[src/rtl/ppc_insn_cracker.sv]
// Streaming cracker: splits PowerPC update-form and lmw/stmw instructions into simple micro-ops.
// One output register with valid/ready handshaking; in_ready is high only while idle and the register can advance.
module ppc_insn_cracker #(
  parameter bit          EN_UPDATE = 1'b1,
  parameter bit          EN_MULTI  = 1'b1,
  parameter int unsigned MAX_SEQ   = 32
) (
  input  logic        clk,
  input  logic        rst_n,
  input  logic        flush,
  input  logic        in_valid,
  input  logic [31:0] in_insn,
  input  logic [31:0] in_pc,
  output logic        in_ready,
  output logic        out_valid,
  output logic [31:0] out_insn,
  output logic [31:0] out_pc,
  output logic        out_last,
  output logic        out_cracked,
  input  logic        out_ready
);

  localparam logic [5:0] MAX_SEQ_W = 6'(MAX_SEQ);

  typedef enum logic {S_IDLE, S_SEQ} state_t;

  state_t      r_state;
  logic [31:0] r_insn;
  logic [5:0]  r_pos;

  logic        w_adv, w_idle;
  logic [31:0] w_src;
  logic [5:0]  w_opc;
  logic [4:0]  w_rt, w_ra, w_rb;
  logic [9:0]  w_xo;
  logic [15:0] w_d;
  logic        w_dupd, w_xupd, w_load, w_upd_ok;
  logic        w_lmw, w_multi, w_multi_ok, w_reorder, w_crack;
  logic [5:0]  w_nops;
  logic [17:0] w_end;
  logic [5:0]  w_pos, w_nxt, w_reg;
  logic [4:0]  w_k;
  logic [31:0] w_uop;
  logic        w_ulast;

  function automatic logic [5:0] skip_ra(input logic [5:0] r, input logic reorder, input logic [4:0] ra);
    return (reorder && r == {1'b0, ra}) ? r + 6'd1 : r;
  endfunction

  assign w_adv    = !out_valid || out_ready;
  assign w_idle   = (r_state == S_IDLE);
  assign in_ready = rst_n && w_idle && w_adv && !flush;

  // Decode the incoming word while idle, the captured parent while sequencing.
  assign w_src = w_idle ? in_insn : r_insn;
  assign w_opc = w_src[31:26];
  assign w_rt  = w_src[25:21];
  assign w_ra  = w_src[20:16];
  assign w_rb  = w_src[15:11];
  assign w_xo  = w_src[10:1];
  assign w_d   = w_src[15:0];

  always_comb begin
    w_dupd = 1'b0;
    w_xupd = 1'b0;
    w_load = 1'b0;
    case (w_opc)
      6'd33, 6'd35, 6'd41, 6'd43: begin w_dupd = 1'b1; w_load = 1'b1; end
      6'd37, 6'd39, 6'd45:        w_dupd = 1'b1;
      6'd31: begin
        case (w_xo)
          10'd55, 10'd119, 10'd311, 10'd375: begin w_xupd = 1'b1; w_load = 1'b1; end
          10'd183, 10'd247, 10'd439:         w_xupd = 1'b1;
          default: ;
        endcase
      end
      default: ;
    endcase
  end

  assign w_upd_ok = EN_UPDATE && (w_dupd || w_xupd) && (w_ra != 5'd0) && !(w_load && w_ra == w_rt);

  // Last offset is d + 4*(31-rD); it must stay within signed 16 bits.
  assign w_lmw      = (w_opc == 6'd46);
  assign w_multi    = EN_MULTI && (w_lmw || w_opc == 6'd47);
  assign w_nops     = 6'd32 - {1'b0, w_rt};
  assign w_end      = {{2{w_d[15]}}, w_d} + {11'd0, ~w_rt, 2'b00};
  assign w_multi_ok = w_multi && (w_nops <= MAX_SEQ_W) && !(!w_end[17] && (|w_end[16:15]));
  assign w_reorder  = w_lmw && (w_ra != 5'd0) && (w_rt <= w_ra);
  assign w_crack    = w_upd_ok || w_multi_ok;

  always_comb begin
    w_pos   = w_idle ? (w_multi ? skip_ra({1'b0, w_rt}, w_reorder, w_ra) : 6'd0) : r_pos;
    w_uop   = '0;
    w_ulast = 1'b0;
    w_nxt   = w_pos + 6'd1;
    w_reg   = w_pos;
    w_k     = '0;
    if (w_upd_ok) begin
      w_ulast = w_pos[0];
      if (!w_pos[0])
        w_uop = w_dupd ? {w_opc - 6'd1, w_src[25:0]} : {w_src[31:11], w_xo - 10'd32, w_src[0]};
      else
        w_uop = w_dupd ? {6'd14, w_ra, w_ra, w_d} : {6'd31, w_ra, w_ra, w_rb, 10'd266, 1'b0};
    end else begin
      // Position walks rD..31 skipping a deferred rA; position 32 emits that rA last.
      w_reg   = w_pos[5] ? {1'b0, w_ra} : w_pos;
      w_nxt   = skip_ra(w_pos + 6'd1, w_reorder, w_ra);
      w_ulast = w_pos[5] || (w_nxt[5] && !w_reorder);
      w_k     = w_reg[4:0] - w_rt;
      w_uop   = {w_lmw ? 6'd32 : 6'd36, w_reg[4:0], w_ra, w_d + {9'd0, w_k, 2'b00}};
    end
  end

  always_ff @(posedge clk) begin
    if (!rst_n) begin
      r_state     <= S_IDLE;
      r_insn      <= '0;
      r_pos       <= '0;
      out_valid   <= 1'b0;
      out_insn    <= '0;
      out_pc      <= '0;
      out_last    <= 1'b0;
      out_cracked <= 1'b0;
    end else if (flush) begin
      r_state   <= S_IDLE;
      out_valid <= 1'b0;
    end else if (w_adv) begin
      if (!w_idle) begin
        out_valid <= 1'b1;
        out_insn  <= w_uop;
        out_last  <= w_ulast;
        r_pos     <= w_nxt;
        if (w_ulast) r_state <= S_IDLE;
      end else if (in_valid) begin
        out_valid <= 1'b1;
        out_pc    <= in_pc;
        if (w_crack) begin
          out_insn    <= w_uop;
          out_last    <= w_ulast;
          out_cracked <= 1'b1;
          if (!w_ulast) begin
            r_state <= S_SEQ;
            r_insn  <= in_insn;
            r_pos   <= w_nxt;
          end
        end else begin
          out_insn    <= in_insn;
          out_last    <= 1'b1;
          out_cracked <= 1'b0;
        end
      end else begin
        out_valid <= 1'b0;
      end
    end
  end

endmodule

[config.mk]
export PLATFORM = sky130hd
export DESIGN_NAME = ppc_insn_cracker
export DESIGN_NICKNAME = d
export VERILOG_FILES = /design/src/rtl/ppc_insn_cracker.sv
export SDC_FILE = /design/constraint.sdc
export NUM_CORES = 1
export LEC_CHECK = 0
export BUFFER_PORTS_ARGS = -buffer_cell sky130_fd_sc_hd__buf_4
export CORE_MARGIN = 3
export CORE_UTILIZATION = 45
export DETAILED_ROUTE_END_ITERATION = 6
export PLACE_DENSITY_LB_ADDON = 0.2
export SLEW_MARGIN = 25
export SYNTH_ARGS = -nofsm -noshare
export SYNTH_HDL_FRONTEND = slang
export SYNTH_SLANG_ARGS = --single-unit
[constraint.sdc]
create_clock -name clk -period 5.76 [get_ports clk]
set_input_delay 0.288 -clock clk [delete_from_list [all_inputs] [get_ports clk]]
set_output_delay 0.288 -clock clk [all_outputs]
set_load 0.1 [all_outputs]
== Word level (Yosys, flattened, before mapping) ==
Cells that the tools add are included.

* Flip-flop bits (word level): 106
* Input bits: 69
* Output and inout port bits: 68
* Logic and storage cells: 118

* Add/subtract/negate cells: 9
* Order comparisons: 2
* Equal/unequal tests: 21
* Mux-type cells: 35
* Bitwise gates (word level): 5
* Reduce and logical (&&, ||, !) cells: 38

{| class="wikitable"
|+ Operators by type and width
! kind !! count
|-
| 2-to-1 mux 32 bit || 7
|-
| equality test 6 bit, second input constant || 9
|-
| 2-to-1 mux 6 bit || 9
|-
| 2-to-1 mux 31 bit || 1
|-
| equality test 10 x 9 -> 1 bit, second input constant || 3
|-
| equality test 10 x 8 -> 1 bit, second input constant || 2
|-
| adder 16 x 8 -> 17 bit || 1
|-
| adder 16 x 7 -> 16 bit || 1
|-
| 2-to-1 mux 1 bit || 15
|-
| logical AND 1 bit || 14
|-
| OR reduction 7 bit || 2
|-
| adder 6 x 1 -> 6 bit, second input constant || 2
|-
| equality test 10 x 6 -> 1 bit, second input constant || 1
|-
| equality test 10 x 7 -> 1 bit, second input constant || 1
|-
| equality test 5 bit || 2
|-
| subtractor 10 x 6 -> 10 bit, second input constant || 1
|-
| OR reduction 4 bit || 2
|-
| adder 5 x 1 -> 6 bit, second input constant || 1
|-
| equality test 6 x 5 -> 1 bit || 1
|-
| equality test 6 x 5 -> 1 bit, second input constant || 1
|-
| <= comparator 6 bit, second input constant || 1
|-
| logical NOT 1 bit || 6
|-
| AND reduction 6 bit || 1
|-
| subtractor 6 x 1 -> 6 bit, second input constant || 1
|-
| 16 further kinds || 25
|}

== Longest topological paths before layout ==
Gate-level depths: netlist (run 1).

* Depth in word-level cells: 19
* Depth in mapped cells: 32

== Least setup slack after synthesis (run 1) ==
OpenSTA, ideal clock, no wires.

* Path kind: register -> register
* From: register r_state
* To: register out_insn[13]
* Arrival time: 5.697 ns
* Path slack: -0.008 ns
* Stages on the path, launching flop included: 33
* Path buffers: 7
* Path through: dfxtp_1 > buf_6 > buf_6 > buf_6 > buf_2 > clkbuf_1 > mux2i_1 > inv_1 > ha_1 > nand3_1 > o22a_1 > nor4_1 > o31a_1 > buf_6 > inv_4 > buf_2 > o21ai_0 > ha_1 > fa_1 > inv_1 > a21o_1 > a21oi_1 > xnor2_1 > xnor2_1 > ha_1 > nand2_1 > o21ai_0 > and2_1 > nand3_1 > nor2_1 > xor2_1 > o211ai_1 > a21oi_1

* Word-level cells in the longest chain between the ends: 15
* Elaborated cells between the ends (all ways): 67
* Those cells by class: 5 x add/sub; 2 x order compare; 19 x eq/ne; 17 x mux; 1 x bitwise; 23 x reduce/logical

{| class="wikitable"
|+ Ends and longest elaborated chain
! element !! RTL line !! source
|-
| from (decl) || 27 || <nowiki>state_t r_state;</nowiki>
|-
| from (signal assigned) || 117 || <nowiki>r_state <= S_IDLE;</nowiki>
|-
| from (signal assigned) || 126 || <nowiki>r_state <= S_IDLE;</nowiki>
|-
| from (signal assigned) || 134 || <nowiki>if (w_ulast) r_state <= S_IDLE;</nowiki>
|-
| branches (longest 15 deep; another with adder 16 x 7 -> 16 bit) || - ||
|-
| to (signal assigned) || 131 || <nowiki>out_insn <= w_uop;</nowiki>
|-
| to (signal assigned) || 139 || <nowiki>out_insn <= w_uop;</nowiki>
|-
| to (signal assigned) || 148 || <nowiki>out_insn <= in_insn;</nowiki>
|-
| to (decl) || 16 || <nowiki>output logic [31:0] out_insn,</nowiki>
|}

Several ways; the timed one is not identified. The select of a mux whose other input is x is not followed.
A chain may end at the register's enable or synchronous reset.

== Final worst setup path (run 1) ==
Same ends and word-level chain as after synthesis.

==> flow_metrics.env, run 1 <==
export IMPL_outcome="finished, final reports clean"
export IMPL_crit_required_ps=5970
export IMPL_p_int_w=0.00127
export IMPL_postCtsHoldBufs=0
export IMPL_yosysSeqAreaShare_pct=31.9
export IMPL_routed_wl_um=19200
export IMPL_synth_cells=818
export IMPL_synth_seq_cells=106
export IMPL_globalRouteMet2Util_pct=37.8
export IMPL_fillCellCount=1353
export IMPL_gp_congestion=0.934
export IMPL_die_w_um=128
export IMPL_pin_count=137
export IMPL_place_hpwl_um=14100
export IMPL_synth_edf_count=0
export IMPL_yosys_warnings=0
export IMPL_finalSetupViolations=0
export IMPL_critical_path_class="reg2reg"
export IMPL_hold_viol=0
export IMPL_clockPowerShare_pct=32.0
export IMPL_finalNetCount=1041
export IMPL_vias=6371
export IMPL_ff_latch_area_sq_um=2130
export IMPL_syn_cell_area_sq_um=6660
export IMPL_maxCapViolCount=0
export IMPL_drc=0
export IMPL_worstSetupEndpointType="flip-flop"
export IMPL_power_w=0.00202
export IMPL_sw_frac_of_total_pct=37.2
export IMPL_multi_input_area_sq_um=4190
export IMPL_overflow=0
export IMPL_coreArea_sq_um=14100
export IMPL_p_sw_w=0.000749
export IMPL_numPortBuffers=136
export IMPL_track_usage_pct=23.1
export IMPL_pre_cts_ws_ps=412
export IMPL_drt_iter0_drc=396
export IMPL_drive_gt1_share_pct=23.0
export IMPL_crit_slowest_cell="dfxtp_4"
export IMPL_irDropWorstVdd_mv=0.215
export IMPL_max_slew_margin_rel_pct=33.8
export IMPL_cts_sinks=106
export IMPL_fin_crit_ps=5250
export IMPL_rows=43
export IMPL_ant_nets=0
export IMPL_grt_use_met3_pct=3.76
export IMPL_max_freq_ghz=0.190
export IMPL_firstDrtPassIters=5
export IMPL_rsz0062_at_grt="false"
export IMPL_crit_top_cell="ha_1"
export IMPL_clkTransAtPathRegs_ps=90
export IMPL_power_leakage_nw=3.30
export IMPL_setup_slack_ps=506
export IMPL_wl_per_cell_um=17.1
export IMPL_grt_max_degree=96
export IMPL_grt_busiest_layer="met2"
export IMPL_netlist_cell_type_count=78
export IMPL_power_density_nw_per_um2=245
export IMPL_synthArstFlopShare_pct=0
export IMPL_synth_net_count=919
export IMPL_die_area_sq_um=16300
export IMPL_cts_path_max_buffers=2
export IMPL_cts_tree="done"
export IMPL_first_global_vias=5964
export IMPL_die_y_um=128
export IMPL_cts_made_buffers=9
export IMPL_pwr_share_seq_pct=39.3
export IMPL_tightest_slew_ps=993
export IMPL_pwr_share_comb_pct=28.7
export IMPL_max_stage_delay_ps=510
export IMPL_diodes=0
export IMPL_ctsRootBufferMaster="clkbuf_16"
export IMPL_clock_latency_ps=370
export IMPL_antenna_found_initial=0
export IMPL_met1_usage_pct=31.4
export IMPL_cts_max_level=3
export IMPL_clock_skew_ps=15.3
export IMPL_cts_setup_buffers=0
export IMPL_worst_path_max_fanout=18
export IMPL_hold_class="in2reg"
export IMPL_setup_tns_ps=0
export IMPL_final_period_utilization_pct=91.2
export IMPL_ys_flop_type="dfxtp_1"
export IMPL_slew_viol_final=0
export IMPL_routed_via_density=5.66
export IMPL_start_util_pct=47.0
export IMPL_grt_pass1_wl_um=30500
export IMPL_syn_avg_cell_area_sq_um=8.14
export IMPL_areaGrowthSynthToFinish_pct=23.4
export IMPL_start_kind="flip-flop"
export IMPL_crit_arrival_ps=5470
## registers in the layout, summed over array words and instances (netlist names)
register / flops
out_cracked: 1
out_insn: 32
out_last: 1
out_pc: 32
out_valid: 1
r_insn: 32
r_pos: 6
r_state: 1
## per-layer routing
layer,vias to the layer above,part of all wire (%)
met4,0,1.9
met5,-,0
li1,3150,-
met1,2940,45
met3,32,7.0
met2,249,47
## layout make-up
class,instances,share of cell area (%)
clock buffers,9,2.74
multi-input cells,632,51.0
repair buffers,166,15.3
clock inverters,7,1.08
inverters,25,1.17
flip-flops and latches,106,25.9
well taps,180,2.74
## stage by stage
step	cells	hold slack (ps)	util [%]	instance area [sq um]
after detailed placement	1109	446	55.7	7880
final	1125	153	58.0	8210
after global placement	1109	442	55.7	7880
after CTS	1125	147	57.9	8200
after global routing	1125	160	58.0	8210
after floorplan	818	379	-	6660
## worst max-delay path: cells and delay by family (launching register included)
family	cells	cell delay, ps
AO/OA/AOI/OAI	8	1640
XOR/XNOR	3	350
adder cells (fa/ha/maj)	4	1000
flip-flops	1	510
multiplexers	1	120
buffers and inverters	4	460
AND/OR/NAND/NOR	6	1030
## cells by family after synthesis
kind of cell	after synthesis	synth area share, %
simple gates	296	20.7
compound gates	200	19.9
flops	106	31.9
buf+inv	80	5.58
mux	72	11.1
xor+xnor	32	4.62
fa+ha+maj	32	6.24
## synthesized netlist by cell type, types with 7 or more instances
library cell,n,area (sq um)
or3_1,7,43.8
o21ai_0,26,130
inv_1,23,86.3
o211ai_1,14,105
xnor2_1,21,184
a211oi_1,19,143
mux2i_1,63,631
clkbuf_1,37,139
buf_2,7,35.0
dfxtp_1,106,2120
a21oi_1,77,385
buf_6,8,90.1
xor2_1,9,78.8
mux2_2,7,78.8
nand2_1,121,454
nand4_1,7,43.8
o21a_1,7,52.6
nor3_1,14,70.1
nand3_1,18,90.1
ha_1,30,375
nor2_1,77,289
## path summary, 6_finish.rpt
check / start / endpoint / slack (ps) / depth (start not counted)
worst max register to register: r_state$_SDFFE_PP0N_ / out_insn[13]$_SDFFE_PN0P_ / 510 / 26
worst min register to register: out_insn[10]$_SDFFE_PN0P_ / out_insn[10]$_SDFFE_PN0P_ / 450 / 2
worst min-delay path: in_pc[17] / out_pc[17]$_SDFFE_PN0P_ / 150 / 3
worst max-delay path: r_state$_SDFFE_PP0N_ / out_insn[13]$_SDFFE_PN0P_ / 510 / 26
## placed cells by master, fill, tap and decap left out, types with 9 or more instances in the layout
cell,n
dfxtp_1,105
nand2_1,121
clkbuf_16,9
buf_4,165
nor2_1,77
nand3_1,18
a21oi_1,77
ha_1,30
a211oi_1,19
inv_1,23
o21ai_0,25
nor3_1,13
xor2_1,9
xnor2_1,21
o211ai_1,14
mux2i_1,62
## power by group through the flow
stage	Combinational (W)	Sequential (W)	Clock (W)
6_report	0.000578	0.000792	0.000646
5_1_grt	0.000618	0.000797	0.000692
4_1_cts	0.000576	0.000792	0.000663
3_5_place_dp	0.000573	0.000809	0
3_3_place_gp	0.000571	0.000808	0
2_1_floorplan	0.000227	0.000996	0
## what timing repair did
item | 4_1_cts | 5_1_grt
setup endpoints to repair | 0 | 4
hold endpoints to repair | 0 | 0
gates resized for setup | 0 | 3
No activity file was read; power rests on OpenSTA's default activity.
==> inputs of run 2 (changes only) <==
--- a/config.mk
+++ b/config.mk
@@ -9,7 +9,7 @@
 export CORE_MARGIN = 3
 export CORE_UTILIZATION = 45
 export DETAILED_ROUTE_END_ITERATION = 6
-export PLACE_DENSITY_LB_ADDON = 0.2
+export PLACE_DENSITY_LB_ADDON = 0.12
 export SLEW_MARGIN = 25
 export SYNTH_ARGS = -nofsm -noshare
 export SYNTH_HDL_FRONTEND = slang
==> constraint.sdc (replaced) <==
create_clock -name clk -period 5.76 [get_ports clk]
set_input_delay 0.288 -clock clk [delete_from_list [all_inputs] [get_ports clk]]
set_output_delay 0.288 -clock clk [all_outputs]
set_load 0.05 [all_outputs]
==> run 2 against run 1 <==
  * Non-clock buffer count rose by 6
  * Largest cell class unchanged
  * Worst hold slack improved by 5.4 ps
  * Combinational power fell by 17%
  * Maximum frequency fell by 0.15%
==> flow_metrics.env, run 2 (synthesis results as in run 1) <==
export IMPL_outcome="finished, final reports clean"
export IMPL_crit_family="adder cells"
export IMPL_crit_required_ps=6050
export IMPL_grt_max_degree=65
export IMPL_drive_gt1_share_pct=23.3
export IMPL_final_period_utilization_pct=91.4
export IMPL_cts_sinks=106
export IMPL_track_usage_pct=24.6
export IMPL_mostFrequentLayoutCell="buf_4"
export IMPL_power_density_nw_per_um2=228
export IMPL_start_util_pct=47.0
export IMPL_worst_path_max_fanout=13
export IMPL_numPortBuffers=136
export IMPL_die_area_sq_um=16300
export IMPL_routed_wl_um=20100
export IMPL_vias=6372
export IMPL_die_y_um=128
export IMPL_areaGrowthSynthToFinish_pct=23.6
export IMPL_rows=43
export IMPL_firstDrtPassIters=5
export IMPL_multi_input_area_sq_um=4200
export IMPL_hold_viol=0
export IMPL_worstRegToRegCells=24
export IMPL_setup_tns_ps=0
export IMPL_clkTransAtPathRegs_ps=70
export IMPL_cp_num_buf_inv=2
export IMPL_max_stage_delay_ps=490
export IMPL_cts_path_max_buffers=2
export IMPL_hold_start="in_insn[31]"
export IMPL_cp_depth=24
export IMPL_finalSetupViolations=0
export IMPL_worstSetupEndpointType="flip-flop"
export IMPL_clock_latency_ps=360
export IMPL_setup_slack_ps=498
export IMPL_top_regs="out_insn: 32 flops, out_pc: 32 flops, r_insn: 32 flops"
export IMPL_cts_tree="done"
export IMPL_fillCellCount=1337
export IMPL_first_global_vias=6241
export IMPL_crit_slowest_cell="dfxtp_4"
export IMPL_drc=0
export IMPL_coreArea_sq_um=14100
export IMPL_overflow=0
export IMPL_pin_count=137
export IMPL_antenna_found_initial=0
export IMPL_holdPathStages=2
export IMPL_slew_viol_final=0
export IMPL_crit_top_cell="ha_1"
export IMPL_ctsRootBufferMaster="clkbuf_16"
export IMPL_fin_crit_ps=5260
export IMPL_hold_end="r_insn[30]$_SDFFE_PN0P_"
export IMPL_start_kind="flip-flop"
export IMPL_diodes=0
export IMPL_critical_path_class="reg2reg"
export IMPL_irDropWorstVdd_mv=0.168
export IMPL_finalNetCount=1047
export IMPL_reg2reg_to="out_insn[13]$_SDFFE_PN0P_"
export IMPL_routed_via_density=5.63
export IMPL_power_w=0.00187
export IMPL_clock_skew_ps=7.40
export IMPL_power_leakage_nw=3.31
export IMPL_reg2reg_slack_ps=500
export IMPL_hold_class="in2reg"
export IMPL_wl_per_cell_um=17.8
export IMPL_max_slew_margin_rel_pct=51.7
export IMPL_ant_nets=0
export IMPL_tightest_slew_ps=724
export IMPL_drt_iter0_drc=429
export IMPL_ff_latch_area_sq_um=2130
export IMPL_die_w_um=128
export IMPL_crit_arrival_ps=5550
export IMPL_crit_path_cell_trace="mux2i_1 > inv_1 > ha_1 > and3_1 > and3_2 > nand4_1 > o31ai_4 > o21ai_0 > ha_1 > fa_1 > inv_1 > a21o_1 > a21oi_1 > xnor2_1 > xnor2_1 > ha_1 > nand2_1 > o21ai_1 > and2_1 > nand3_1 > nor2_1 > xor2_1 > o211ai_1 > a21oi_1"
export IMPL_max_freq_ghz=0.190
export IMPL_gp_congestion=0.926
export IMPL_place_hpwl_um=15100
export IMPL_reg2reg_from="r_state$_SDFFE_PP0N_"
export IMPL_pre_cts_ws_ps=263
export IMPL_maxCapViolCount=0
export IMPL_cts_made_buffers=9
export IMPL_mostFrequentLayoutCells="171 x buf_4, 121 x nand2_1, 105 x dfxtp_1"
export IMPL_cts_max_level=3
export IMPL_grt_pass1_wl_um=32100
[run 2: metal layers]
metal  share of wire (%)  track usage (%)
met5                   0                0
met4                 2.2             8.30
met3                 6.1             5.06
met2                  47             40.7
met1                  44             32.0
[run 2: repair_timing]
item                                   4_1_cts  5_1_grt
buffers inserted                             0        1
resized for setup                            0        5
endpoints found under the hold margin        0        0
hold buffers                                 0        0
setup endpoints to repair                    0        8
[run 2: how the worst max path moves through the flow]
stage                                 to            startpoint  slack, ps
2_1_floorplan  out_insn[13]$_SDFFE_PN0P_  r_state$_SDFFE_PP0N_        100
3_3_place_gp    out_insn[9]$_SDFFE_PN0P_  r_state$_SDFFE_PP0N_        410
3_5_place_dp   out_insn[13]$_SDFFE_PN0P_  r_state$_SDFFE_PP0N_        260
4_1_cts        out_insn[13]$_SDFFE_PN0P_  r_state$_SDFFE_PP0N_        220
5_1_grt        out_insn[13]$_SDFFE_PN0P_  r_state$_SDFFE_PP0N_        -20
6_report       out_insn[13]$_SDFFE_PN0P_  r_state$_SDFFE_PP0N_        500
[run 2: cell type report]
class | instances | share of cell area [%]
clock buffers | 11 | 2.95
clock inverters | 5 | 0.547
inverters | 25 | 1.17
multi-input cells | 632 | 51.0
flip-flops and latches | 106 | 25.8
well taps | 180 | 2.74
repair buffers | 172 | 15.7
[run 2: per-stage QoR]
step	hold WS (ps)	utilization (%)	instance area, sq um	instances
global route	150	58.1	8230	1131
finish	159	58.1	8230	1131
detailed placement	448	55.9	7910	1114
global placement	443	55.9	7910	1114
floorplan	379	-	6660	818
CTS	138	57.9	8200	1130
[run 2: report_power, final]
part / switching (W) / internal [W]
sequential: 0.0000246 / 0.000769
clock: 0.000289 / 0.000312
combinational: 0.000297 / 0.000183
==> inputs of run 3 (changes only) <==
--- a/config.mk
+++ b/config.mk
@@ -5,10 +5,10 @@
 export SDC_FILE = /design/constraint.sdc
 export NUM_CORES = 1
 export LEC_CHECK = 0
-export BUFFER_PORTS_ARGS = -buffer_cell sky130_fd_sc_hd__buf_4
 export CORE_MARGIN = 3
 export CORE_UTILIZATION = 45
 export DETAILED_ROUTE_END_ITERATION = 6
+export DONT_BUFFER_PORTS = 1
 export PLACE_DENSITY_LB_ADDON = 0.12
 export SLEW_MARGIN = 25
 export SYNTH_ARGS = -nofsm -noshare
==> run 3 against run 2 <==
  * Critical path depth rose by 2
  * Sequential cell count did not move
  * Total power fell by 5.7%
  * Maximum frequency rose by 0.39%
==> flow_metrics.env, run 3 (synthesis results as in run 1) <==
export IMPL_routed_via_density=5.93
export IMPL_topRoutingLayerUsed="met4"
export IMPL_cts_max_level=3
export IMPL_pin_count=137
export IMPL_rsz0062_at_grt="false"
export IMPL_power_leakage_nw=2.60
export IMPL_irDropWorstVdd_mv=0.148
export IMPL_worstSetupEndpointType="flip-flop"
export IMPL_worst_path_max_fanout=15
export IMPL_track_usage_pct=23.8
export IMPL_setup_tns_ps=0
export IMPL_reg2reg_to="out_insn[13]$_SDFFE_PN0P_"
export IMPL_hold_viol=0
export IMPL_tightest_slew_ps=959
export IMPL_ant_nets=0
export IMPL_critical_path_class="reg2reg"
export IMPL_antenna_found_initial=0
export IMPL_hold_start="in_pc[26]"
export IMPL_finalSetupViolations=0
export IMPL_wl_per_cell_um=19.8
export IMPL_die_w_um=128
export IMPL_dp_cells=973
export IMPL_grt_pass1_wl_um=30800
export IMPL_hold_slack_ps=57.2
export IMPL_fin_cells=990
export IMPL_reg2reg_slack_ps=520
export IMPL_numPortBuffers=0
export IMPL_wl_met1_um=8580
export IMPL_clock_latency_ps=360
export IMPL_cts_made_buffers=9
export IMPL_holdPathStages=2
export IMPL_fin_crit_ps=5240
export IMPL_drive_gt1_share_pct=9.88
export IMPL_drt_iter0_drc=305
export IMPL_cts_sinks=106
export IMPL_max_freq_ghz=0.191
export IMPL_vias=5872
export IMPL_clock_skew_ps=13.3
export IMPL_die_area_sq_um=16300
export IMPL_hold_end="out_pc[26]$_SDFFE_PN0P_"
export IMPL_mostFrequentLayoutCell="nand2_1"
export IMPL_ctsRootBufferMaster="clkbuf_16"
export IMPL_outcome="finished, final reports clean"
export IMPL_power_w=0.00177
export IMPL_firstDrtPassIters=7
export IMPL_wl_met2_um=9260
export IMPL_finalNetCount=907
export IMPL_start_kind="flip-flop"
export IMPL_routed_wl_um=19600
export IMPL_mostFrequentLayoutCells="121 x nand2_1, 105 x dfxtp_1, 77 x nor2_1, 77 x a21oi_1, 63 x mux2i_1"
export IMPL_grt_max_degree=58
export IMPL_crit_arrival_ps=5530
export IMPL_max_slew_margin_rel_pct=36.1
export IMPL_hold_class="in2reg"
export IMPL_crit_required_ps=6050
export IMPL_cts_path_max_buffers=2
export IMPL_place_hpwl_um=14800
export IMPL_maxCapViolCount=0
export IMPL_rows=43
export IMPL_slew_viol_final=0
export IMPL_power_density_nw_per_um2=247
export IMPL_pre_cts_ws_ps=224
export IMPL_setup_slack_ps=518
export IMPL_top_regs="out_insn: 32 flops, out_pc: 32 flops, r_insn: 32 flops"
export IMPL_worstRegToRegCells=26
export IMPL_first_global_vias=5727
export IMPL_die_y_um=128
export IMPL_cts_tree="done"
export IMPL_areaGrowthSynthToFinish_pct=7.52
export IMPL_drc=0
export IMPL_gp_congestion=0.918
export IMPL_reg2reg_from="r_state$_SDFFE_PP0N_"
export IMPL_clkTransAtPathRegs_ps=70
export IMPL_overflow=0
export IMPL_start_util_pct=47.0
export IMPL_wl_met3_um=1340
export IMPL_diodes=0
export IMPL_coreArea_sq_um=14100
export IMPL_final_period_utilization_pct=91.0
run 3: what timing repair did:
item,CTS,global route
setup endpoints to repair,0,9
hold endpoints to repair,0,1
hold buffers,0,1
buffers inserted,0,1
resized for setup,0,2
run 3: metrics by stage:
step           cell area (sq um)  util, %
3_3_place_gp                6860     48.4
3_5_place_dp                6860     48.4
5_1_grt                     7160     50.6
2_1_floorplan               6660        -
6_report                    7160     50.6
4_1_cts                     7130     50.4
run 3: worst max-delay path: stages, from the launching register on:
cell and delay (ps):
dfxtp_4 500, mux2i_1 300, inv_1 100, ha_1 300, and3_1 220, and3_1 330, nand4_1 140, o31ai_2 220
buf_4 240, nand2_1 70, o21ai_0 110, ha_1 230, fa_1 210, inv_1 50, a21o_1 160, a21oi_1 170
xnor2_1 150, xnor2_1 130, ha_1 340, nand2_1 60, o21ai_1 240, and2_1 210, nand3_1 130, nor2_1 140
xor2_1 150, o211ai_1 90, a21oi_1 160
run 3: report_power, final:
group / switching [W] / internal [W] / total, W
clock network: 0.000289 / 0.000296 / 0.000586
registers: 0.000121 / 0.000769 / 0.000891
logic: 0.000173 / 0.000119 / 0.000292
total: 0.000584 / 0.00118 / 0.00177
run 3: worst max path at each step:
stage	slack, ps	endpoint	start	cells after the start
after floorplan	100	out_insn[13]$_SDFFE_PN0P_	r_state$_SDFFE_PP0N_	32
after global placement	450	out_insn[13]$_SDFFE_PN0P_	r_state$_SDFFE_PP0N_	25
after detailed placement	220	out_insn[13]$_SDFFE_PN0P_	r_state$_SDFFE_PP0N_	26
after CTS	190	out_insn[13]$_SDFFE_PN0P_	r_state$_SDFFE_PP0N_	26
after global routing	70	out_insn[7]$_SDFFE_PN0P_	r_state$_SDFFE_PP0N_	24
final	520	out_insn[13]$_SDFFE_PN0P_	r_state$_SDFFE_PP0N_	26
run 3: area by class of cell:
type | count | area (sq um)
clock inverter | 6 | 50.0
clock buffer | 9 | 225
tap | 180 | 225
inverter | 25 | 96.3
timing repair buffer | 32 | 243
sequential | 106 | 2130
fill | 1373 | 6990
multi-input combinational | 632 | 4190
run 3: routing by layer:
| layer | up-vias | GRT usage [%] |
|---|---|---|
| met2 | 201 | 40.5 |
| met3 | 26 | 5.69 |
| met4 | 0 | 7.68 |
| met5 | - | 0 |
| met1 | 2771 | 29.8 |
| li1 | 2874 | - |
